$ cat config.mk
export PLATFORM = sky130hd
export DESIGN_NAME = conv3x3_filter_1px
export DESIGN_NICKNAME = d
export VERILOG_FILES = /design/src/rtl/conv3x3_filter_1px.sv
export SDC_FILE = /design/constraint.sdc
export NUM_CORES = 1
export LEC_CHECK = 0
export ABC_AREA = 1
export CORE_AREA = 3 3 220 384
export CTS_CLUSTER_SIZE = 24
export DETAILED_ROUTE_END_ITERATION = 8
export DIE_AREA = 0 0 223 387
export PLACE_DENSITY_LB_ADDON = 0.08
export SYNTH_ARGS = -nofsm -noshare
export SYNTH_HDL_FRONTEND = slang
export SYNTH_SLANG_ARGS = --single-unit
$ cat constraint.sdc
create_clock -name clk -period 21.5 [get_ports clk]
set_input_delay 6.45 -clock clk [delete_from_list [all_inputs] [get_ports clk]]
set_output_delay 6.45 -clock clk [all_outputs]
set_load 0.005 [all_outputs]
$ cat src/rtl/conv3x3_filter_1px.sv
`default_nettype none
// +----------------------------------------------------------------------------+
// | Module : conv3x3_filter_1px                                                |
// | Brief  : Two-stage pipelined 3x3 signed convolution with runtime kernel,  |
// |          right shift and clamp/abs/offset post-processing.                |
// | Rev    : 1.0  initial release                                              |
// +----------------------------------------------------------------------------+
module conv3x3_filter_1px #(
    parameter int DATA_WIDTH = 8,
    parameter int COEF_WIDTH = 5
) (
    input  logic                      clk,
    input  logic                      rst,
    input  logic                      in3x3_val,
    output logic                      in3x3_rdy,
    input  logic [9*DATA_WIDTH-1:0]   in3x3_data,
    input  logic                      in3x3_sof,
    input  logic                      in3x3_sol,
    input  logic                      in3x3_eol,
    input  logic                      in3x3_eof,
    input  logic [9*COEF_WIDTH-1:0]   cfg_coef,
    input  logic [3:0]                cfg_shift,
    input  logic [1:0]                cfg_mode,
    output logic                      out_val,
    input  logic                      out_rdy,
    output logic [DATA_WIDTH-1:0]     out_data,
    output logic                      out_sof,
    output logic                      out_sol,
    output logic                      out_eol,
    output logic                      out_eof
);
    localparam int PROD_W = DATA_WIDTH + COEF_WIDTH + 1;
    localparam int ACC_W  = DATA_WIDTH + COEF_WIDTH + 5;

    localparam logic [COEF_WIDTH-1:0]   c_km1 = COEF_WIDTH'(-1);
    localparam logic [COEF_WIDTH-1:0]   c_km2 = COEF_WIDTH'(-2);
    localparam logic [COEF_WIDTH-1:0]   c_k12 = COEF_WIDTH'(12);
    localparam logic [9*COEF_WIDTH-1:0] c_laplace =
        {c_km1, c_km2, c_km1, c_km2, c_k12, c_km2, c_km1, c_km2, c_km1};
    localparam logic signed [ACC_W-1:0] c_offset  = ACC_W'(2**(DATA_WIDTH-1));
    localparam logic signed [ACC_W-1:0] c_pix_max = ACC_W'(2**DATA_WIDTH - 1);

    logic                     w_accept, w_s1_rdy, w_s2_rdy, w_cfg_load;
    logic [9*COEF_WIDTH-1:0]  w_coef;
    logic [3:0]               w_shift;
    logic [1:0]               w_mode;
    logic signed [PROD_W-1:0] w_prod [9];
    logic signed [ACC_W-1:0]  w_sum, w_shifted, w_post;
    logic [DATA_WIDTH-1:0]    w_pix_out;

    logic [9*COEF_WIDTH-1:0]  coef_q, coef_d;
    logic [3:0]               shift_q, shift_d;
    logic [1:0]               mode_q, mode_d;
    logic                     s1_val_q, s1_val_d;
    logic signed [PROD_W-1:0] s1_prod_q [9];
    logic signed [PROD_W-1:0] s1_prod_d [9];
    logic [3:0]               s1_mark_q, s1_mark_d;
    logic [3:0]               s1_shift_q, s1_shift_d;
    logic [1:0]               s1_mode_q, s1_mode_d;
    logic                     out_val_q, out_val_d;
    logic [DATA_WIDTH-1:0]    out_data_q, out_data_d;
    logic [3:0]               out_mark_q, out_mark_d;

    assign w_s2_rdy   = ~out_val_q | out_rdy;
    assign w_s1_rdy   = ~s1_val_q | w_s2_rdy;
    assign in3x3_rdy  = w_s1_rdy & ~rst;
    assign w_accept   = in3x3_val & in3x3_rdy;
    assign w_cfg_load = w_accept & in3x3_sof;

    // The sof beat itself must already use the freshly presented configuration.
    assign w_coef  = w_cfg_load ? cfg_coef  : coef_q;
    assign w_shift = w_cfg_load ? cfg_shift : shift_q;
    assign w_mode  = w_cfg_load ? cfg_mode  : mode_q;

    for (genvar gi = 0; gi < 9; gi++) begin : g_tap
        logic [DATA_WIDTH-1:0] w_pix;
        logic [COEF_WIDTH-1:0] w_k;
        assign w_pix = in3x3_data[(8-gi)*DATA_WIDTH +: DATA_WIDTH];
        assign w_k   = w_coef[(8-gi)*COEF_WIDTH +: COEF_WIDTH];
        assign w_prod[gi] = $signed({{(COEF_WIDTH+1){1'b0}}, w_pix}) *
                            $signed({{(DATA_WIDTH+1){w_k[COEF_WIDTH-1]}}, w_k});
    end

    always_comb begin
        w_sum = '0;
        for (int i = 0; i < 9; i++) begin
            w_sum = w_sum + $signed({{(ACC_W-PROD_W){s1_prod_q[i][PROD_W-1]}}, s1_prod_q[i]});
        end
        w_shifted = w_sum >>> s1_shift_q;
        case (s1_mode_q)
            2'd1:    w_post = w_shifted[ACC_W-1] ? -w_shifted : w_shifted;
            2'd2:    w_post = w_shifted + c_offset;
            default: w_post = w_shifted;
        endcase
        if (w_post[ACC_W-1]) begin
            w_pix_out = '0;
        end else if (w_post > c_pix_max) begin
            w_pix_out = '1;
        end else begin
            w_pix_out = w_post[DATA_WIDTH-1:0];
        end
    end

    always_comb begin
        coef_d     = coef_q;
        shift_d    = shift_q;
        mode_d     = mode_q;
        s1_val_d   = s1_val_q;
        s1_prod_d  = s1_prod_q;
        s1_mark_d  = s1_mark_q;
        s1_shift_d = s1_shift_q;
        s1_mode_d  = s1_mode_q;
        out_val_d  = out_val_q;
        out_data_d = out_data_q;
        out_mark_d = out_mark_q;
        if (w_cfg_load) begin
            coef_d  = cfg_coef;
            shift_d = cfg_shift;
            mode_d  = cfg_mode;
        end
        if (w_s1_rdy) begin
            s1_val_d = w_accept;
        end
        if (w_accept) begin
            s1_prod_d  = w_prod;
            s1_mark_d  = {in3x3_sof, in3x3_sol, in3x3_eol, in3x3_eof};
            s1_shift_d = w_shift;
            s1_mode_d  = w_mode;
        end
        if (w_s2_rdy) begin
            out_val_d = s1_val_q;
            if (s1_val_q) begin
                out_data_d = w_pix_out;
                out_mark_d = s1_mark_q;
            end
        end
    end

    always_ff @(posedge clk or posedge rst) begin
        if (rst) begin
            coef_q     <= c_laplace;
            shift_q    <= '0;
            mode_q     <= '0;
            s1_val_q   <= 1'b0;
            for (int i = 0; i < 9; i++) begin
                s1_prod_q[i] <= '0;
            end
            s1_mark_q  <= '0;
            s1_shift_q <= '0;
            s1_mode_q  <= '0;
            out_val_q  <= 1'b0;
            out_data_q <= '0;
            out_mark_q <= '0;
        end else begin
            coef_q     <= coef_d;
            shift_q    <= shift_d;
            mode_q     <= mode_d;
            s1_val_q   <= s1_val_d;
            s1_prod_q  <= s1_prod_d;
            s1_mark_q  <= s1_mark_d;
            s1_shift_q <= s1_shift_d;
            s1_mode_q  <= s1_mode_d;
            out_val_q  <= out_val_d;
            out_data_q <= out_data_d;
            out_mark_q <= out_mark_d;
        end
    end

    assign out_val  = out_val_q;
    assign out_data = out_data_q;
    assign {out_sof, out_sol, out_eol, out_eof} = out_mark_q;

endmodule
`default_nettype wire

==> metrics, run 1 <==
CP Capture Type output port; CTS sink count 201; CTS tree done; clk_skew 28.78 ps; max cap viols 0; Syn Area/Cell 7.692 um^2; Final Setup Violations 0; CP Max Fanout 69; synthesized area 24490 um^2; Setup TNS 0 ps; min Tclk post-route 14740 ps; Hold/Removal Path Class register to register; Final Hold Fails 0; CTS clk-pin slew, worst paths 70 ps; antenna violations before repair 1; CP Data Required Time 15050 ps; Layout Nets 3979; hold depth 2; vias in the first global route 22160; Worst slew margin 40.23%; crit-path max cell delay 610 ps; CTS Buf Count 25; layout cells sized above 1 6.598%; DRC 0; startpoint types primary input; Final Cycle Share 68.58%; synthesis-stage register bit count 201; Ys Warns 0; worst-skew pair later-pin latency 580 ps; Fill cells 8644; core box area 81910 um^2; Crit-path slowest cell clkdlybuf4s50_1; status complete, no violations; wire per inst 17.38 um; Synth Flop Type dfrtp_1; largest net degree at the start of global routing 85; die area 86300 um^2; Arr. time, crit path 8290 ps; Iter 0 DRT Violations 710; most frequent cells in the layout inv_1 (687), nand2_1 (644), nor2_1 (382); Cell Chain, Critical Path clkdlybuf4s50_1 -> inv_8 -> nand2_1 -> inv_1 -> clkdlybuf4s50_1; GPL Wtd Cong 0.8525; Slew @ Worst Pin 896.6 ps; Die Span Y 387 um; GR Overflow Total 0; PortBufs 144; EDFF count, synth 0; Synth async-reset ratio 100.0%; row cnt 139; DR pass1 iterations 5; die width 223 um; Setup CP Type primary input to output port; CTS resizes 0; post-detail-place hpwl 64.23 mm; clock buffer depth 3; library cells used by synthesis 43; starting density of the core 29.90%; sequential area share after synthesis 20.73%; antenna-violating nets left 0; total track usage 17.93%; ANT cells 0; most common cell after layout, fill and taps aside inv_1; area delta synth->final 14.10%; Via-to-Cell Ratio 4.577; Syn Inst Count 3184; io pins 145; most used cell, CP clkdlybuf4s50_1; R2R setup slack 13360 ps; Slew Viols, Final 0; CTS Hold Bufs 0; syn nets 3862; first-pass GRT wire length 122.2 mm; total number of vias 20030; total number of H-tree levels 1; CTS Root Buffer Type clkbuf_16; fmax 0.06782 GHz; buffer count from post-CTS setup fixing 0; total wire length after detailed routing 76.06 mm; RSZ-0062 raised after global routing false; R2R depth 31
[through the flow]
| stage | instances | utilization, % | setup WS [ps] | area, um^2 | hold WS (ps) |
|---|---|---|---|---|---|
| 2_1_floorplan | 3184 | - | 4166 | 24490 | 444.5 |
| 3_3_place_gp | 4331 | 33.04 | 6396 | 27070 | 466.2 |
| 3_5_place_dp | 4331 | 33.04 | 6289 | 27070 | 463.1 |
| 4_1_cts | 4376 | 34.12 | 6674 | 27950 | 483.1 |
| 5_1_grt | 4376 | 34.12 | 6303 | 27950 | 505.3 |
| 6_report | 4376 | 34.12 | 6756 | 27950 | 477.5 |
[state kept, by name, summed over array words and instances, names as in the netlist]
| signal | flops |
|---|---|
| s1_mode_q | 2 |
| coef_q | 45 |
| out_mark_q | 4 |
| s1_mark_q | 4 |
| out_val | 1 |
| mode_q | 2 |
| out_data | 8 |
| shift_q | 4 |
| s1_prod_q | 126 |
| s1_shift_q | 4 |
| s1_val_q | 1 |
[cell usage after synthesis (2+ instances only)]
library cell  instances  area share, %
dfstp_2              38            4.1
nor2_4                4           0.18
buf_1                 3          0.046
dfrtp_1             163             17
nand3_1             192            3.9
inv_2                 4          0.061
nand2_4               5           0.23
xor2_1               23           0.82
o21ai_0             179            3.7
nand2_2              27           0.69
o21ai_1              22           0.45
a21oi_2               3           0.11
a21oi_1              32           0.65
nor2_1              382            5.9
inv_1               689             11
o31ai_1              36            1.1
nor3_1                9           0.18
xnor2_1              10           0.36
a211oi_1              2          0.061
or2_2                53            1.4
nand3_2              12           0.49
nand4_1              12           0.31
and2_1                3          0.077
o22ai_1               3          0.077
nand2_1             646            9.9
o211ai_1              3          0.092
mux2_2                3           0.14
fa_1                272             22
ha_1                275             14
nand3b_1              2          0.061
nor2_2               11           0.28
buf_2                10           0.20
buf_6                 2          0.092
clkbuf_1             45           0.69
[worst paths after layout]
path | startpoint | endpoint
worst max-delay path | rst | in3x3_rdy
worst min-delay path | s1_mark_q[0] | s1_mark_q[0]
worst max register to register | out_val | s1_prod_q[41]
worst min register to register | s1_mark_q[0] | s1_mark_q[0]
max in group asynchronous | rst | coef_q[35]
min in group asynchronous | rst | s1_prod_q[83]
[area by class of cell]
type | instances | area (um^2) | share of cell area [%]
multi-input cells | 2225 | 16540 | 59.17
flip-flops and latches | 201 | 5077 | 18.17
inverters | 696 | 2628 | 9.402
repair buffers | 152 | 1501 | 5.372
well taps | 1057 | 1323 | 4.732
clock buffers | 31 | 698.2 | 2.498
clock inverters | 14 | 182.7 | 0.6537
[cells by family (layout without fill, tap and decap cells)]
kind of cell,Yosys count,in the layout,share of synthesized area [%]
and+or+nand+nor,1361,1361,23.61
adders and majority gates,547,547,36.28
xor gates and xnor gates,33,33,1.180
muxes,3,3,0.1379
buffers and inverters,758,893,11.79
DFF,201,201,20.73
AOI/OAI and AO/OA,281,281,6.268
[critical path, delay by kind of cell]
family	cells	cell delay, ps
AND/OR/NAND/NOR	1	110
buffers and inverters	4	1630
[layer usage]
| layer | track usage, % | up-vias | part of all wire [%] |
|---|---|---|---|
| met5 | 0 | - | 0 |
| met3 | 1.205 | 112 | 1.8 |
| li1 | - | 9951 | - |
| met1 | 18.88 | 9678 | 37 |
| met4 | 6.814 | 0 | 4.0 |
| met2 | 36.28 | 290 | 57 |
Power of run 1 is not shown: default switching activity piles up to over one toggle a cycle in this logic, so the estimate is an artifact.
==> run 2, diff against run 1 <==
==> constraint.sdc (replaced) <==
create_clock -name clk -period 12.6 [get_ports clk]
set_input_delay 3.78 -clock clk [delete_from_list [all_inputs] [get_ports clk]]
set_output_delay 3.78 -clock clk [all_outputs]
set_load 0.005 [all_outputs]
==> metrics, run 2 (synthesized netlist as in run 1, its figures left out) <==
status complete, no violations; worst r2r src s1_prod_q[18]; layout cells sized above 1 6.625% (+0.026 points); startpoint types primary input; first-pass GRT wire length 123.8 mm (+1.3%); clock buffer depth 3 (unchanged); CTS sink count 201 (unchanged); Setup TNS 0 ps (unchanged); Hold Crit Start out_data[6]; min Tclk post-route 10010 ps; GR Overflow Total 0 (unchanged); DR pass1 iterations 8 (+3); total number of H-tree levels 1 (unchanged); CTS clk-pin slew, worst paths 60 ps (about the same); CTS Buf Count 25 (unchanged); Final Cycle Share 79.41%; wire per inst 17.73 um (+2.0%); total wire length after detailed routing 77.64 mm (+2.1%); post-detail-place hpwl 65.63 mm (+2.2%); Slew @ Worst Pin 994.3 ps (+97.77 ps); CP Capture Type register; hold depth 2 (unchanged); largest net degree at the start of global routing 79 (-7.1%); io pins 145 (unchanged); Crit-path slowest cell o21ai_0; R2R setup slack 5580 ps (-7780 ps); crit-path max cell delay 730 ps (+120 ps); die width 223 um (unchanged); core box area 81910 um^2 (unchanged); CTS tree done; FF-to-FF End out_data[0]; Die Span Y 387 um (unchanged); RSZ-0062 raised after global routing false; die area 86300 um^2 (unchanged); Layout Nets 3982 (+0.075%); GPL Wtd Cong 0.9047 (+6.1%); Setup CP Type primary input to register; CP Data Required Time 12990 ps (-2060 ps); Multi-input gate area 16540 um^2 (unchanged); Arr. time, crit path 10400 ps (+2110 ps); CTS Root Buffer Type clkbuf_16; ANT cells 0 (unchanged); starting density of the core 29.90% (unchanged); most common cell after layout, fill and taps aside inv_1; Worst slew margin 33.71% (-6.5 points); WHS Endpoint out_data[6]; area delta synth->final 13.98%; CTS Hold Bufs 0 (unchanged); vias in the first global route 22070 (-0.43%); DRC 0 (unchanged); PortBufs 144 (unchanged); Biggest register s1_prod_q; CP Max Fanout 32 (-54%); row cnt 139 (unchanged); Fill cells 8762 (+1.4%); clk_skew 13.33 ps (-15.45 ps); Via-to-Cell Ratio 4.574 (about the same); fin util 34.08% (-0.037 points); Critical Path Source rst; total track usage 18.28% (+0.35 points); most used cell, CP nor2_1; R2R depth 33 (+6.5%); max cap viols 0 (unchanged); Post-Layout Cell Count 4378 (+0.046%); Reg area 5077 um^2 (unchanged); buffer count from post-CTS setup fixing 0 (unchanged); Final Setup Violations 0 (unchanged); Hold/Removal Path Class register to register; fmax 0.09995 GHz; Largest register FFs 126 (unchanged); worst-skew pair later-pin latency 570 ps (about the same); Final Hold Fails 0 (unchanged); most frequent cells in the layout inv_1 (687), nand2_1 (644), nor2_1 (382); Iter 0 DRT Violations 716 (+0.85%); antenna-violating nets left 0 (unchanged); CTS resizes 0 (unchanged); DP Cell Count 4334 (+0.069%); antenna violations before repair 0 (-1); total number of vias 20030 (-0.030%); Slew Viols, Final 0 (unchanged)
run 2: cell count changes in the layout (fill, tap and decap cells not counted):
cell	delta
buf_4	+3
bufinv_16	-2
clkinvlp_4	+2
clkbuf_1	+1
clkinv_2	-1
inv_2	-1
inv_6	+1
inv_8	-1
run 2: layout make-up:
cell class,instances,share of cell area [%]
multi-input cells,2225,59.24
flip-flops and latches,201,18.19
inverters,696,9.403
repair buffers,155,5.459
well taps,1057,4.737
clock buffers,32,2.514
clock inverters,12,0.4616
run 2: routing by layer:
metal,GRT usage (%),wire length [um]
met5,0,0
met3,1.190,1335
met2,37.71,44980
met1,19.15,28730
met4,5.784,2586
run 2: how the worst max path moves through the flow:
| stage | endpoint | cells after the start | slack [ps] |
|---|---|---|---|
| after global placement | s1_prod_q[83] | 30 | 1860 |
| after global routing | s1_prod_q[83] | 30 | 1890 |
| after floorplan | s1_prod_q[55] | 30 | 1000 |
| final | s1_prod_q[83] | 30 | 2590 |
| after detailed placement | s1_prod_q[83] | 30 | 1870 |
| after CTS | s1_prod_q[83] | 30 | 2410 |
run 2: metrics by stage:
| step | hold WS [ps] | worst slack [ps] | area, um^2 |
|---|---|---|---|
| after floorplan | 444.5 | 1004 | 24500 |
| after global placement | 461.1 | 1861 | 27090 |
| after detailed placement | 466.5 | 1865 | 27090 |
| after CTS | 484.1 | 2412 | 27920 |
| after global routing | 494.3 | 1887 | 27920 |
| final | 476.3 | 2595 | 27920 |
run 2: worst max-delay path: cells and delay by family:
kind	cells	cell delay [ps]
fa+ha+maj	4	1860
buf+inv	8	1730
compound gates	5	1470
simple gates	12	1340
xor+xnor	1	110
Power of run 2 is left out for the same reason.
